### src/rtl/pe_operand_feeder_if.sv
// rtl/pe_operand_feeder_if.sv - command, operand-memory and PE-beat signals of pe_operand_feeder
interface pe_operand_feeder_if #(
  parameter int DATA_WIDTH = 32,
  parameter int ADDR_WIDTH = 10,
  parameter int LEN_WIDTH  = 10
);
  logic                  cmd_valid;
  logic                  cmd_ready;
  logic [LEN_WIDTH-1:0]  cmd_len;
  logic [ADDR_WIDTH-1:0] cmd_a_base;
  logic [ADDR_WIDTH-1:0] cmd_b_base;
  logic [ADDR_WIDTH-1:0] cmd_b_stride;
  logic                  hold;
  logic                  a_rd_en;
  logic                  b_rd_en;
  logic [ADDR_WIDTH-1:0] a_rd_addr;
  logic [ADDR_WIDTH-1:0] b_rd_addr;
  logic [DATA_WIDTH-1:0] a_rd_data;
  logic [DATA_WIDTH-1:0] b_rd_data;
  logic [DATA_WIDTH-1:0] a;
  logic [DATA_WIDTH-1:0] b;
  logic                  valid_out;
  logic                  start;
  logic                  last;
  logic                  done;

  modport master (
    input  cmd_valid, cmd_len, cmd_a_base, cmd_b_base, cmd_b_stride, hold,
    input  a_rd_data, b_rd_data,
    output cmd_ready, a_rd_en, b_rd_en, a_rd_addr, b_rd_addr,
    output a, b, valid_out, start, last, done
  );

  modport slave (
    output cmd_valid, cmd_len, cmd_a_base, cmd_b_base, cmd_b_stride, hold,
    output a_rd_data, b_rd_data,
    input  cmd_ready, a_rd_en, b_rd_en, a_rd_addr, b_rd_addr,
    input  a, b, valid_out, start, last, done
  );
endinterface

### src/rtl/pe_operand_feeder.sv
// rtl/pe_operand_feeder.sv - streams K paired A/B operands to one MAC PE
// Define FEEDER_BSTRIDE_EN to walk B with cmd_b_stride instead of a fixed step of 1.
module pe_operand_feeder #(
  parameter int DATA_WIDTH = 32,
  parameter int ADDR_WIDTH = 10,
  parameter int LEN_WIDTH  = 10
) (
  input  logic clk,
  input  logic clr,
  pe_operand_feeder_if.master bus
);
  typedef enum logic [1:0] {IDLE, ISSUE, DRAIN} state_t;

  state_t                state, state_nx;
  logic [LEN_WIDTH-1:0]  len_r;
  logic [LEN_WIDTH-1:0]  k;
  logic [ADDR_WIDTH-1:0] a_addr;
  logic [ADDR_WIDTH-1:0] b_addr;
  logic [ADDR_WIDTH-1:0] b_step;
  logic                  handshake;
  logic                  zero_len;
  logic                  last_issue;
  logic                  issue;
  logic                  p1_valid, p1_start, p1_last;

`ifdef FEEDER_BSTRIDE_EN
  logic [ADDR_WIDTH-1:0] stride_r;

  always_ff @(posedge clk) begin
    if (clr)
      stride_r <= '0;
    else if (handshake)
      stride_r <= bus.cmd_b_stride;
  end

  assign b_step = stride_r;
`else
  logic unused_stride;

  assign b_step        = ADDR_WIDTH'(1);
  assign unused_stride = ^bus.cmd_b_stride;
`endif

  assign handshake  = bus.cmd_valid && (state == IDLE) && !clr;
  assign zero_len   = (len_r == '0);
  assign last_issue = (k == len_r - LEN_WIDTH'(1));

  always_ff @(posedge clk) begin
    if (clr)
      state <= IDLE;
    else
      state <= state_nx;
  end

  always_comb begin
    state_nx = state;
    case (state)
      IDLE:    if (handshake) state_nx = ISSUE;
      ISSUE:   if (zero_len) state_nx = IDLE;
               else if (!bus.hold && last_issue) state_nx = DRAIN;
      DRAIN:   if (bus.valid_out && bus.last) state_nx = IDLE;
      default: state_nx = IDLE;
    endcase
  end

  always_comb begin
    bus.cmd_ready = (state == IDLE);
    issue         = (state == ISSUE) && !zero_len && !bus.hold;
    bus.a_rd_en   = issue;
    bus.b_rd_en   = issue;
    bus.done      = ((state == ISSUE) && zero_len) ||
                    ((state == DRAIN) && bus.valid_out && bus.last);
  end

  assign bus.a_rd_addr = a_addr;
  assign bus.b_rd_addr = b_addr;

  // Two-stage framing pipe: p1 tracks the memory read, the output stage holds the beat.
  always_ff @(posedge clk) begin
    if (clr) begin
      len_r         <= '0;
      k             <= '0;
      a_addr        <= '0;
      b_addr        <= '0;
      p1_valid      <= 1'b0;
      p1_start      <= 1'b0;
      p1_last       <= 1'b0;
      bus.valid_out <= 1'b0;
      bus.start     <= 1'b0;
      bus.last      <= 1'b0;
      bus.a         <= '0;
      bus.b         <= '0;
    end else begin
      if (handshake) begin
        len_r  <= bus.cmd_len;
        k      <= '0;
        a_addr <= bus.cmd_a_base;
        b_addr <= bus.cmd_b_base;
      end else if (issue) begin
        k      <= k + LEN_WIDTH'(1);
        a_addr <= a_addr + ADDR_WIDTH'(1);
        b_addr <= b_addr + b_step;
      end
      p1_valid      <= issue;
      p1_start      <= issue && (k == '0);
      p1_last       <= issue && last_issue;
      bus.valid_out <= p1_valid;
      bus.start     <= p1_start;
      bus.last      <= p1_last;
      if (p1_valid) begin
        bus.a <= bus.a_rd_data;
        bus.b <= bus.b_rd_data;
      end
    end
  end
endmodule

### src/flat_wrapper.sv
// flat-port wrapper written by rule: the top's interface ports become plain ports
module pe_operand_feeder_flat 
#(
  parameter int DATA_WIDTH = 32,
  parameter int ADDR_WIDTH = 10,
  parameter int LEN_WIDTH  = 10
)
  (clk, clr, bus_cmd_valid, bus_cmd_len, bus_cmd_a_base, bus_cmd_b_base, bus_cmd_b_stride, bus_hold, bus_a_rd_data, bus_b_rd_data, bus_cmd_ready, bus_a_rd_en, bus_b_rd_en, bus_a_rd_addr, bus_b_rd_addr, bus_a, bus_b, bus_valid_out, bus_start, bus_last, bus_done);
  pe_operand_feeder_if #(.DATA_WIDTH(DATA_WIDTH), .ADDR_WIDTH(ADDR_WIDTH), .LEN_WIDTH(LEN_WIDTH)) bus_i ();
  input  logic clk;
  input  logic clr;
  input wire logic [$bits(bus_i.cmd_valid)-1:0] bus_cmd_valid;
  input wire logic [$bits(bus_i.cmd_len)-1:0] bus_cmd_len;
  input wire logic [$bits(bus_i.cmd_a_base)-1:0] bus_cmd_a_base;
  input wire logic [$bits(bus_i.cmd_b_base)-1:0] bus_cmd_b_base;
  input wire logic [$bits(bus_i.cmd_b_stride)-1:0] bus_cmd_b_stride;
  input wire logic [$bits(bus_i.hold)-1:0] bus_hold;
  input wire logic [$bits(bus_i.a_rd_data)-1:0] bus_a_rd_data;
  input wire logic [$bits(bus_i.b_rd_data)-1:0] bus_b_rd_data;
  output wire logic [$bits(bus_i.cmd_ready)-1:0] bus_cmd_ready;
  output wire logic [$bits(bus_i.a_rd_en)-1:0] bus_a_rd_en;
  output wire logic [$bits(bus_i.b_rd_en)-1:0] bus_b_rd_en;
  output wire logic [$bits(bus_i.a_rd_addr)-1:0] bus_a_rd_addr;
  output wire logic [$bits(bus_i.b_rd_addr)-1:0] bus_b_rd_addr;
  output wire logic [$bits(bus_i.a)-1:0] bus_a;
  output wire logic [$bits(bus_i.b)-1:0] bus_b;
  output wire logic [$bits(bus_i.valid_out)-1:0] bus_valid_out;
  output wire logic [$bits(bus_i.start)-1:0] bus_start;
  output wire logic [$bits(bus_i.last)-1:0] bus_last;
  output wire logic [$bits(bus_i.done)-1:0] bus_done;
  assign bus_i.cmd_valid = bus_cmd_valid;
  assign bus_i.cmd_len = bus_cmd_len;
  assign bus_i.cmd_a_base = bus_cmd_a_base;
  assign bus_i.cmd_b_base = bus_cmd_b_base;
  assign bus_i.cmd_b_stride = bus_cmd_b_stride;
  assign bus_i.hold = bus_hold;
  assign bus_i.a_rd_data = bus_a_rd_data;
  assign bus_i.b_rd_data = bus_b_rd_data;
  assign bus_cmd_ready = bus_i.cmd_ready;
  assign bus_a_rd_en = bus_i.a_rd_en;
  assign bus_b_rd_en = bus_i.b_rd_en;
  assign bus_a_rd_addr = bus_i.a_rd_addr;
  assign bus_b_rd_addr = bus_i.b_rd_addr;
  assign bus_a = bus_i.a;
  assign bus_b = bus_i.b;
  assign bus_valid_out = bus_i.valid_out;
  assign bus_start = bus_i.start;
  assign bus_last = bus_i.last;
  assign bus_done = bus_i.done;
  pe_operand_feeder #(.DATA_WIDTH(DATA_WIDTH), .ADDR_WIDTH(ADDR_WIDTH), .LEN_WIDTH(LEN_WIDTH)) u_core (.clk(clk), .clr(clr), .bus(bus_i));
endmodule
### config.mk
export PLATFORM = sky130hd
export DESIGN_NAME = pe_operand_feeder_flat
export DESIGN_NICKNAME = d
export VERILOG_FILES = /design/src/rtl/pe_operand_feeder_if.sv /design/src/rtl/pe_operand_feeder.sv /design/src/flat_wrapper.sv
export SDC_FILE = /design/constraint.sdc
export NUM_CORES = 1
export LEC_CHECK = 0
export CAP_MARGIN = 5
export CORE_MARGIN = 3
export CORE_UTILIZATION = 46
export DETAILED_ROUTE_END_ITERATION = 12
export PLACE_DENSITY = 0.85
export SLEW_MARGIN = 20
export SYNTH_ARGS = -nofsm -noshare
export SYNTH_HDL_FRONTEND = slang
export SYNTH_SLANG_ARGS = --single-unit
### constraint.sdc
create_clock -name clk -period 5 [get_ports clk]
set_input_delay 1 -clock clk [delete_from_list [all_inputs] [get_ports clk]]
set_output_delay 1 -clock clk [all_outputs]
set_load 0.05 [all_outputs]
; After elaboration in Yosys (flattened, before gate mapping)
; Index checks and enable logic that the tools add are counted.
; Widths: inputs -> output; s select.
[totals]
register_bits = 112
in_bits = 108
word_cells = 53
out_inout_bits = 91
[op_classes]
addsub = 4
eq_ne = 6
muxes = 9
reduce_logical = 21
[ops]
columns = op, count
row1 = $mux 10, 4
row2 = $add 10x1->10 const B, 3
row3 = $logic_not 10->1, 2
row4 = $logic_and 1x1->1, 11
row5 = $eq 10x10->1, 1
row6 = $sub 10x1->10 const B, 1
row7 = $mux 2, 4
row8 = $pmux 2 s3, 1
row9 = $ne 2x1->1 const B, 2
row10 = $logic_not 1->1, 3
row11 = $ne 3x1->1 const B, 1
row12 = $reduce_and 3->1, 1
row13 = $eq 2x1->1 const B, 1
row14 = $eq 2x2->1 const B, 1
row15 = $logic_not 2->1, 1
row16 = $reduce_bool 2->1, 1
row17 = $reduce_or 2->1, 1
row18 = $logic_or 1x1->1, 1

; Depth between registers and ports, before layout
[logic_depth]
word_depth = 6
mapped_depth = 9

; Worst setup path after synthesis
; OpenSTA, ideal clock, no wires.
[synth_timing]
path_type = in2out
from = input bus_hold
to = output bus_b_rd_en
cell_stages = 5
path_slack_ns = 1.423
arrival_ns = 2.577
cell_sequence = nor3b_1 o31ai_4 inv_2 clkbuf_1 buf_4
[synth_between]
elab_chain_len = 2
[synth_lines]
columns = element, line_no
row1 = from (decl), flat_wrapper.sv:17  ; input wire logic [$bits(bus_i.hold)-1:0] bus_hold;
row2 = $logic_not 1->1, pe_operand_feeder.sv:68  ; issue = (state == ISSUE) && !zero_len && !bus.hold;
row3 = $logic_and 1x1->1, pe_operand_feeder.sv:68
row4 = to (decl), flat_wrapper.sv:22  ; output wire logic [$bits(bus_i.b_rd_en)-1:0] bus_b_rd_en;
; Every way passes these cells.

; Worst setup path in the final report
[layout_timing]
from = input bus_hold
to = output bus_a_rd_en
[layout_between]
elab_chain_len = 2
[layout_lines]
columns = element, line_no
row1 = $logic_not 1->1, pe_operand_feeder.sv:68
row2 = $logic_and 1x1->1, pe_operand_feeder.sv:68
row3 = to (decl), flat_wrapper.sv:21  ; output wire logic [$bits(bus_i.a_rd_en)-1:0] bus_a_rd_en;
; Every way passes these cells.

==> results.json <==
{
  "cts_buffers": 9,
  "syn_area_per_cell_sq_um": 9.45,
  "ys_seq_area_share_pct": 47.3,
  "start_util_pct": 47.8,
  "drcViolationCount": 0,
  "grt_pass1_vias": 4119,
  "syn_inst": 501,
  "num_rows": 36,
  "cp_cell_sequence": "clkdlybuf4s50_1, nor3b_1, o31ai_4, inv_2, clkdlybuf4s50_1",
  "layout_commonest_cell": "clkdlybuf4s50_1",
  "ant_nets": 0,
  "reg2reg_slack_ps": 2610,
  "hp-start": "u_core.p1_last",
  "ys_types": 57,
  "antenna_found_initial": 1,
  "synthesis.yosys.warnings": 0,
  "avgRoutedWirePerCell_um": 16.1,
  "slowest_stage": "clkdlybuf4s50_1",
  "finalNonFillerCells": 811,
  "rsz0062_at_grt": "no",
  "coreArea_sq_mm": 0.00991,
  "finalNetCount": 785,
  "cp_data_required_time_ps": 4000,
  "clock_path_buffers": 2,
  "post_cts_resized": 0,
  "grt_start_max_net_pins": 88,
  "die_w_um": 107,
  "cts_root_buf": "clkbuf_8",
  "pwr_density_cell_mw_per_mm2": 278,
  "fp.dieArea_sq_mm": 0.0115,
  "routed-via-count": 4253,
  "drv_slew": 0,
  "place_congestion": 0.928,
  "max-slew-margin-rel_pct": 28.0,
  "ys_dominant_reg_cell": "dfxtp_1",
  "cp.arrival_ps": 3140,
  "fin_tns_setup_ps": 0,
  "ctsHoldBuffers": 0,
  "crit_type": "in -> out",
  "track_usage_pct": 21.8,
  "path_common_cell": "clkdlybuf4s50_1",
  "drt_wl_total_um": 13000,
  "rr_worst_depth": 5,
  "synth_edf_count": 0,
  "postCtsSetupBuffers": 0,
  "dpl.hpwl_um": 9690,
  "cap_violations": 0,
  "pin_count": 199,
  "r2r-end": "u_core.state[0]",
  "final-hold-violation-count": 0,
  "syn_area_sq_mm": 0.00474,
  "fin_skew_ps": 16.8,
  "period_share_pct": 82.7,
  "overflow": 0,
  "drtPass1Iterations": 4,
  "cts-htree-levels": 3,
  "area_growth_pct": 45.2,
  "cts_tree": "built",
  "worstMarginPinSlew_ps": 1080,
  "grt_pass1_wl_um": 20200,
  "synth.net_count": 614,
  "cp_slowest_stage_delay_ps": 890,
  "placed_cells": 794,
  "min_period_ps": 4140,
  "hold_path.class": "reg -> reg",
  "most-common-layout-cells": "clkdlybuf4s50_1, dfxtp_1, nor2_1, mux2i_1, nand2_1",
  "clock.fmax_mhz": 242,
  "end_kind": "primary output",
  "hold_end": "u_core.bus.last",
  "drt-vias-per-instance": 5.24,
  "cts.sinks": 112,
  "drive_above_1_share_pct": 5.02,
  "vdd_ir_drop_max_mv": 0.133,
  "start_kind": "input port",
  "async_reset_ff_share_pct": 0,
  "critPathMaxFanout": 22,
  "r2r_start": "u_core.len_r[0]",
  "setup_viol": 0,
  "ys_ff_latch": 112,
  "io_buffers": 188,
  "fp.dieH_um": 107,
  "clk_latency_ps": 370,
  "outcome": "finished clean",
  "clk_pin_slew_ps": 110,
  "holdPathStages": 1,
  "p_leak_nw": 2.40,
  "drtIter0Drc": 242
}
==> state kept, by name, indices dropped and copies added (netlist names) <==
| name | flops |
|---|---|
| u_core.bus.b | 32 |
| u_core.bus.last | 1 |
| u_core.bus.a | 32 |
| u_core.bus.b_rd_addr | 10 |
| u_core.bus.valid_out | 1 |
| u_core.state | 2 |
| u_core.p1_valid | 1 |
| u_core.bus.start | 1 |
| u_core.k | 10 |
| u_core.p1_last | 1 |
| u_core.p1_start | 1 |
| u_core.bus.a_rd_addr | 10 |
| u_core.len_r | 10 |
==> report_power, final <==
group	internal, W	total (W)	switching, W
Combinational	0.000187	0.000409	0.000222
Sequential	0.000927	0.000970	0.0000425
Clock	0.000208	0.000532	0.000324
==> per-stage QoR <==
step | setup WS (ps) | cell area (sq um) | util (%) | power (W) | hold slack, ps
floorplan | 1420 | 4740 | - | 0.00123 | 414
global placement | 861 | 6680 | 67.4 | 0.00139 | 422
detailed placement | 878 | 6680 | 67.4 | 0.00140 | 429
CTS | 867 | 6880 | 69.4 | 0.00193 | 447
global route | 807 | 6880 | 69.4 | 0.00200 | 462
finish | 865 | 6880 | 69.4 | 0.00191 | 449
==> Yosys cell counts (5+ instances only) <==
cell type | count | share of area (%)
a211oi_1 | 13 | 2.1
a21oi_1 | 8 | 0.85
a22o_1 | 7 | 1.3
buf_1 | 10 | 0.79
clkbuf_1 | 16 | 1.3
dfxtp_1 | 112 | 47
ha_1 | 5 | 1.3
inv_1 | 8 | 0.63
mux2i_1 | 65 | 14
nand2_1 | 27 | 2.1
nand3_1 | 11 | 1.2
nand4_1 | 8 | 1.1
nor2_1 | 96 | 7.6
nor2b_1 | 5 | 0.66
nor3_1 | 10 | 1.1
nor4_1 | 5 | 0.66
o21ai_0 | 7 | 0.74
o21ai_1 | 5 | 0.53
xnor2_1 | 17 | 3.1
xor2_1 | 14 | 2.6
==> how the worst max path moves through the flow <==
| stage | start | endpoint | slack (ps) | cells past startpoint |
|---|---|---|---|---|
| finish | bus_hold | bus_a_rd_en | 860 | 5 |
| global route | bus_hold | bus_a_rd_en | 810 | 5 |
| CTS | bus_hold | bus_a_rd_en | 870 | 5 |
| detailed placement | bus_hold | bus_a_rd_en | 880 | 5 |
| global placement | bus_hold | bus_b_rd_en | 860 | 5 |
| floorplan | bus_hold | bus_b_rd_en | 1420 | 5 |
==> critical path: cells and delay by family <==
kind | cells | cell delay [ps]
buf+inv | 3 | 1670
simple gates | 1 | 320
compound gates | 1 | 140
==> routing by layer <==
layer  vias to the layer above  track usage, %  part of all wire [%]
li1                       2084               -                     -
met1                      2002            25.7                    41
met2                       149            38.4                    50
met3                        18            5.28                   6.8
met4                         0            8.21                   2.3
met5                         -               0                     0
==> cell families (layout without fill, tap and decap cells) <==
logic type                 count (synthesis)  in the layout  share of synthesized area, %
AOI/OAI and AO/OA                         61             61                          9.88
and+or+nand+nor                          187            187                          18.6
adders and majority gates                  5              5                          1.32
buffers and inverters                     40            216                          3.36
other                                      0              1                             0
muxes                                     65             65                          13.7
DFF                                      112            112                          47.3
xor gates and xnor gates                  31             31                          5.73
==> cell type report <==
cell class / count / area, sq um
Antenna cell: 1 / 2.50
Clock buffer: 10 / 138
Clock inverter: 6 / 57.6
Fill cell: 770 / 3030
Inverter: 9 / 33.8
Multi-Input combinational cell: 349 / 2330
Sequential cell: 112 / 2250
Tap cell: 133 / 166
Timing Repair Buffer: 191 / 1900
(Power assumes the default switching activity.)
==> RTL edit 1: new RTL, config.mk and constraints unchanged <==
`ADDR_WIDTH` is set to 10 in 3 places; all go to 9.
--- a/src/rtl/pe_operand_feeder_if.sv
+++ b/src/rtl/pe_operand_feeder_if.sv
@@ -1,7 +1,7 @@
 // rtl/pe_operand_feeder_if.sv - command, operand-memory and PE-beat signals of pe_operand_feeder
 interface pe_operand_feeder_if #(
   parameter int DATA_WIDTH = 32,
-  parameter int ADDR_WIDTH = 10,
+  parameter int ADDR_WIDTH = 9,
   parameter int LEN_WIDTH  = 10
 );
   logic                  cmd_valid;
--- a/src/rtl/pe_operand_feeder.sv
+++ b/src/rtl/pe_operand_feeder.sv
@@ -2,7 +2,7 @@
 // Define FEEDER_BSTRIDE_EN to walk B with cmd_b_stride instead of a fixed step of 1.
 module pe_operand_feeder #(
   parameter int DATA_WIDTH = 32,
-  parameter int ADDR_WIDTH = 10,
+  parameter int ADDR_WIDTH = 9,
   parameter int LEN_WIDTH  = 10
 ) (
   input  logic clk,
--- a/src/flat_wrapper.sv
+++ b/src/flat_wrapper.sv
@@ -2,7 +2,7 @@
 module pe_operand_feeder_flat 
 #(
   parameter int DATA_WIDTH = 32,
-  parameter int ADDR_WIDTH = 10,
+  parameter int ADDR_WIDTH = 9,
   parameter int LEN_WIDTH  = 10
 )
   (clk, clr, bus_cmd_valid, bus_cmd_len, bus_cmd_a_base, bus_cmd_b_base, bus_cmd_b_stride, bus_hold, bus_a_rd_data, bus_b_rd_data, bus_cmd_ready, bus_a_rd_en, bus_b_rd_en, bus_a_rd_addr, bus_b_rd_addr, bus_a, bus_b, bus_valid_out, bus_start, bus_last, bus_done);
Interface: changed (5 resized); port bits go from 199 to 194. No check against the original RTL was run, so the function may have changed too.
==> RTL edit 1 against the original RTL <==
Synthesized area fell by 5.0%; critical path type unchanged; sequential cell count fell by 2; sequential power fell by 2%; clock skew fell by 11 ps; worst hold slack improved by 4.9 ps; wire length fell by 6.8%; synthesized cell count fell by 3.2%; power fell by 0.93%; worst setup slack improved by 610 ps; clock power rose by 4%; global-route usage fell by 0.14 points; design area fell by 4.0%; non-clock buffer count fell by 5.
==> RTL edit 1: results (changes against the original RTL) <==
Synth
  • Count of mapped cells out of synthesis: 485 (-3.2%)
  • Leading post-synthesis cells by cell area: dfxtp_1 (49%), mux2i_1 (14%), nor2_1 (8.8%)
  • Net count of the mapped netlist: 595 (-3.1%)
  • Sequential element share of the synthesized area: 48.9% (+1.6 points)
  • Most common library cells after synthesis: dfxtp_1 (110), nor2_1 (106), mux2i_1 (65)
  • Number of distinct standard cells referenced by the synthesized netlist: 39 (-32%)
  • Async set-reset flop share out of synthesis: 0% (unchanged)

Finish
  • Number of antenna cells inserted: 0 (-1)
  • Nets: 763 (-2.8%)
  • Fraction of final layout cells sized beyond drive strength 1: 3.80% (-1.2 points)
  • Largest registers in the final layout: u_core.bus.a: 32 flops, u_core.bus.b: 32 flops

Clock tree
  • Post-cts resize count: 0 (unchanged)
  • Number of buffers on the longest clock path: 2 (unchanged)
  • Post-CTS Repair Setup Buffers: 0 (unchanged)
  • Cts bufs inserted: 9 (unchanged)
  • Worst-path clk slew: about 100 ps
  • Worst-skew pair later-pin latency: 360 ps

Timing
  • Maximum clock skew at final layout: 5.61 ps (-11.2 ps)
  • Transition time at the pin with the least slew margin: 1090 ps (+7.59 ps)

Placed design
  • Port Buf Inserts: 184 (-2.1%)
  • Post-placement cell count: 771 (-2.9%)
  • Post-detailed-placement half-perimeter wirelength: 8.75 mm (-9.6%)
  • Routability congestion estimate: 0.829 (-11%)

Global route
  • Number of antenna violations at the first check in global routing: 0 (-1)
  • Global router's overall resource usage: 21.7% (-0.14 points)
  • Maximum number of pins on one net before global-route repair: 100 (+14%)
  • Wire length of the first global-routing pass: 19.7 mm (-2.5%)

Detailed routing
  • Sum of routed wire length over all layers: 12.2 mm (-6.8%)
  • First-pass iteration count of the detailed router: 6 (+2)
  • Via total after detailed routing: 4,031 (-5.2%)
  • Per-cell routed wire length: 15.5 um (-3.9%)
  • Count of routing violations after the opening detailed-route iteration: 130 (-46%)

Status
  • Outcome: complete, no violations

Setup path
  • Gate family responsible for the most delay along the worst path: buffers and inverters
  • CP peak stage delay: 420 ps (-470 ps)
  • Data arrival time of the worst path: 2530 ps (-610 ps)
  • Cell with the largest stage delay on the worst path: clkdlybuf4s50_1
  • CP startpoint: bus_hold
  • Largest driver fanout on the critical path: 26 (+18%)

Power and ir drop
  • Peak supply drop: 0.000160 V (+20%)
  • Reported leakage power: 2.34 nW (-2.8%)

Worst hold path
  • Min-delay src: u_core.p1_last
RTL edit 1: cell count changes after synthesis, sizes merged, moves of 7 or more:
cell	change
buf	-9
clkbuf	+7
a22o	-7
o21ai	-7
nand2	+10
a21oi	+11
and3	+7
nor2	+10
RTL edit 1: area by class of cell:
class	count	area [um2]
Fill cell	708	2770
Sequential cell	110	2210
Multi-Input combinational cell	340	2160
Timing Repair Buffer	186	1850
Tap cell	129	161
Clock buffer	9	124
Clock inverter	7	81.3
Inverter	6	22.5
RTL edit 1: path summary, 6_finish.rpt:
check	endpoint	slack, ps	depth (start not counted)
max	bus_b_rd_en	1470	5
min	u_core.bus.last	450	1
max reg2reg	u_core.state[0]	2700	8
min reg2reg	u_core.bus.last	450	1
RTL edit 1: cells by family after synthesis:
family                     Yosys count  synth area share [%]
and+or+nand+nor                    190                  18.9
adders and majority gates            5                  1.39
xor gates and xnor gates            27                  5.26
muxes                               65                  14.5
DFF                                110                  48.9
buffers and inverters               35                  3.11
AOI/OAI and AO/OA                   53                  7.98
RTL edit 1: where the power goes:
group	switching, mW	internal (mW)	leakage, nW
Clock	0.313	0.239	0.102
Combinational	0.210	0.175	1.34
Sequential	0.0444	0.911	0.895
RTL edit 1: stage by stage:
stage          instance area, um2  utilization, %  hold WS (ps)  power [mW]  setup WS [ps]
2_1_floorplan                4500               -           414        1.19           1710
3_3_place_gp                 6400            68.3           418        1.35           1490
3_5_place_dp                 6400            68.3           441        1.36           1490
4_1_cts                      6600            70.4           462        1.91           1470
5_1_grt                      6600            70.4           476        1.97           1390
6_report                     6600            70.4           454        1.89           1470
RTL edit 1: metal layers:
metal	up-vias	part of all wire, %	GRT usage (%)
li1	1995	-	-
met1	1849	40	25.1
met2	168	47	36.0
met3	19	11	10.1
met4	0	1.6	6.00
met5	-	0	0
==> RTL edit 2: new RTL, same flow settings <==
Made on the original files. Add a define of `FEEDER_BSTRIDE_EN`.
--- a/src/rtl/pe_operand_feeder.sv
+++ b/src/rtl/pe_operand_feeder.sv
@@ -1,5 +1,7 @@
 // rtl/pe_operand_feeder.sv - streams K paired A/B operands to one MAC PE
 // Define FEEDER_BSTRIDE_EN to walk B with cmd_b_stride instead of a fixed step of 1.
+`define FEEDER_BSTRIDE_EN
+
 module pe_operand_feeder #(
   parameter int DATA_WIDTH = 32,
   parameter int ADDR_WIDTH = 10,
Function: changed (a bounded check fails within 4 cycles, from zero or initial values).
==> RTL edit 2 against the original RTL <==
Design area up 15%; worst setup slack worse by 190 ps; maximum frequency down 4.4%; register-to-register slack worse by 20 ps; wire length up 14%; via count up 14%; core utilization up 1.7 points; non-clock buffer count up 9; synthesized area up 13%; combinational power up 17%; sequential cell count up 10; sequential power up 9%; clock power up 100%; power up 37%; highest routed layer unchanged.
==> RTL edit 2: results (changes against the original RTL) <==
Global route
  • Maximum number of pins on one net before global-route repair: 115 (+31%)
  • Number of antenna violations at the first check in global routing: 0 (-1)
  • Global router's overall resource usage: 22.7% (+0.87 points)
  • Number of global-route vias before repair: 4,863 (+18%)
  • Wire length of the first global-routing pass: 23.7 mm (+17%)

Finish
  • Fraction of final layout cells sized beyond drive strength 1: 5.23% (+0.21 points)
  • Area overhead of the layout relative to synthesis: 47.7%
  • Number of antenna cells inserted: 0 (-1)
  • Nets: 895 (+14%)
  • Number of fillers in the final layout: 847 (+10%)

Timing
  • Part of the cycle the worst path needs: 86.5% (+3.8 points)
  • Maximum clock skew at final layout: 6.70 ps (-10.1 ps)
  • Transition time at the pin with the least slew margin: 967 ps (-114 ps)

Setup path
  • Worst reg-to-reg setup slack: 2590 ps (-20 ps)
  • Data arrival time of the worst path: 3330 ps (+190 ps)
  • Reg-to-reg endpoint: u_core.bus.a_rd_addr[6]
  • Last element of the critical path: bus_b_rd_en
  • Largest driver fanout on the critical path: 31 (+41%)

Power and ir drop
  • Reported leakage power: 2.92 nW (+22%)
  • Peak supply drop: 0.000228 V (+71%)
  • NetSw: 704 uW (+20%)

Synth
  • Net count of the mapped netlist: 710 (+16%)
  • Sequential element share of the synthesized area: 45.6% (-1.7 points)
  • Leading post-synthesis cells by cell area: dfxtp_1 (46%), mux2i_1 (12%), nor2_1 (7.1%)
  • Most common library cells after synthesis: dfxtp_1 (122), nor2_1 (101), nand2_1 (68)
  • Main synth FF type: dfxtp_1

Placed design
  • Worst Setup Slack post-DPL: 695 ps (-183 ps)
  • Port Buf Inserts: 198 (+5.3%)
  • Post-detailed-placement half-perimeter wirelength: 10.6 mm (+9.7%)
  • Routability congestion estimate: 0.844 (-9.1%)

Detailed routing
  • Sum of routed wire length over all layers: 14.9 mm (+14%)
  • Count of routing violations after the opening detailed-route iteration: 290 (+20%)
  • Via total after detailed routing: 4,830 (+14%)
  • First-pass iteration count of the detailed router: 5 (+1)

Clock tree
  • Post-CTS Repair Setup Buffers: 0 (unchanged)
  • Cts bufs inserted: 17 (+8)
  • CTS Root Buffer Type: clkbuf_16
  • Worst-skew pair later-pin latency: 400 ps (+30 ps)
  • H-tree levels: 4 (+1)
  • Worst-path clk slew: 50 ps (-60 ps)

Status
  • Outcome: complete, no violations
## RTL edit 2: cell types whose count changed in the layout (fill, tap and decap cells not counted), moves of 7 or more
cell,unedited run,this run
dfxtp_1,111,121
clkbuf_16,0,17
a21oi_1,8,33
a22o_1,7,0
nand2_1,27,68
clkdlybuf4s50_1,187,197
ha_1,5,13
## RTL edit 2: final cells by class
class                   instances  area share, %
inverters                      15          0.744
clock inverters                 2          0.127
multi-input cells             417           34.2
repair buffers                200           25.3
well taps                     140           2.22
clock buffers                  28           6.54
flip-flops and latches        122           30.9
## RTL edit 2: cells by family after synthesis
kind of cell | synth area share [%]
and+or+nand+nor | 20.1
DFF | 45.6
AOI/OAI and AO/OA | 9.93
muxes | 12.6
buffers and inverters | 3.93
xor gates and xnor gates | 4.42
adders and majority gates | 3.41
## RTL edit 2: critical path, cell delays in order
cell             delay (ps)
clkdlybuf4s50_1         430
or3b_1                  360
a31o_2                  320
inv_4                   320
clkdlybuf4s50_1         880
## RTL edit 2: power groups by stage
stage	Combinational, mW	Clock [mW]	Sequential [mW]
finish	0.479	1.09	1.06
global route	0.513	1.15	1.06
CTS	0.481	1.10	1.06
detailed placement	0.477	0	1.08
global placement	0.466	0	1.07
floorplan	0.191	0	1.17
## RTL edit 2: metrics by stage
step                      power [mW]  hold WS [ps]  instance area [um2]  util [%]  std cells
after global routing            2.73           457                 7910      71.1        924
after floorplan                 1.36           414                 5350         -        588
after CTS                       2.64           443                 7900      71.0        924
final                           2.62           435                 7910      71.1        924
after detailed placement        1.55           429                 7370      66.3        894
after global placement          1.54           419                 7370      66.3        894
## RTL edit 2: per-layer routing
metal,track usage [%],vias up,share of wire [%]
met3,5.46,17,6.1
met2,40.5,165,53
li1,-,2395,-
met5,0,-,0
met1,26.5,2253,40
met4,8.08,0,1.4
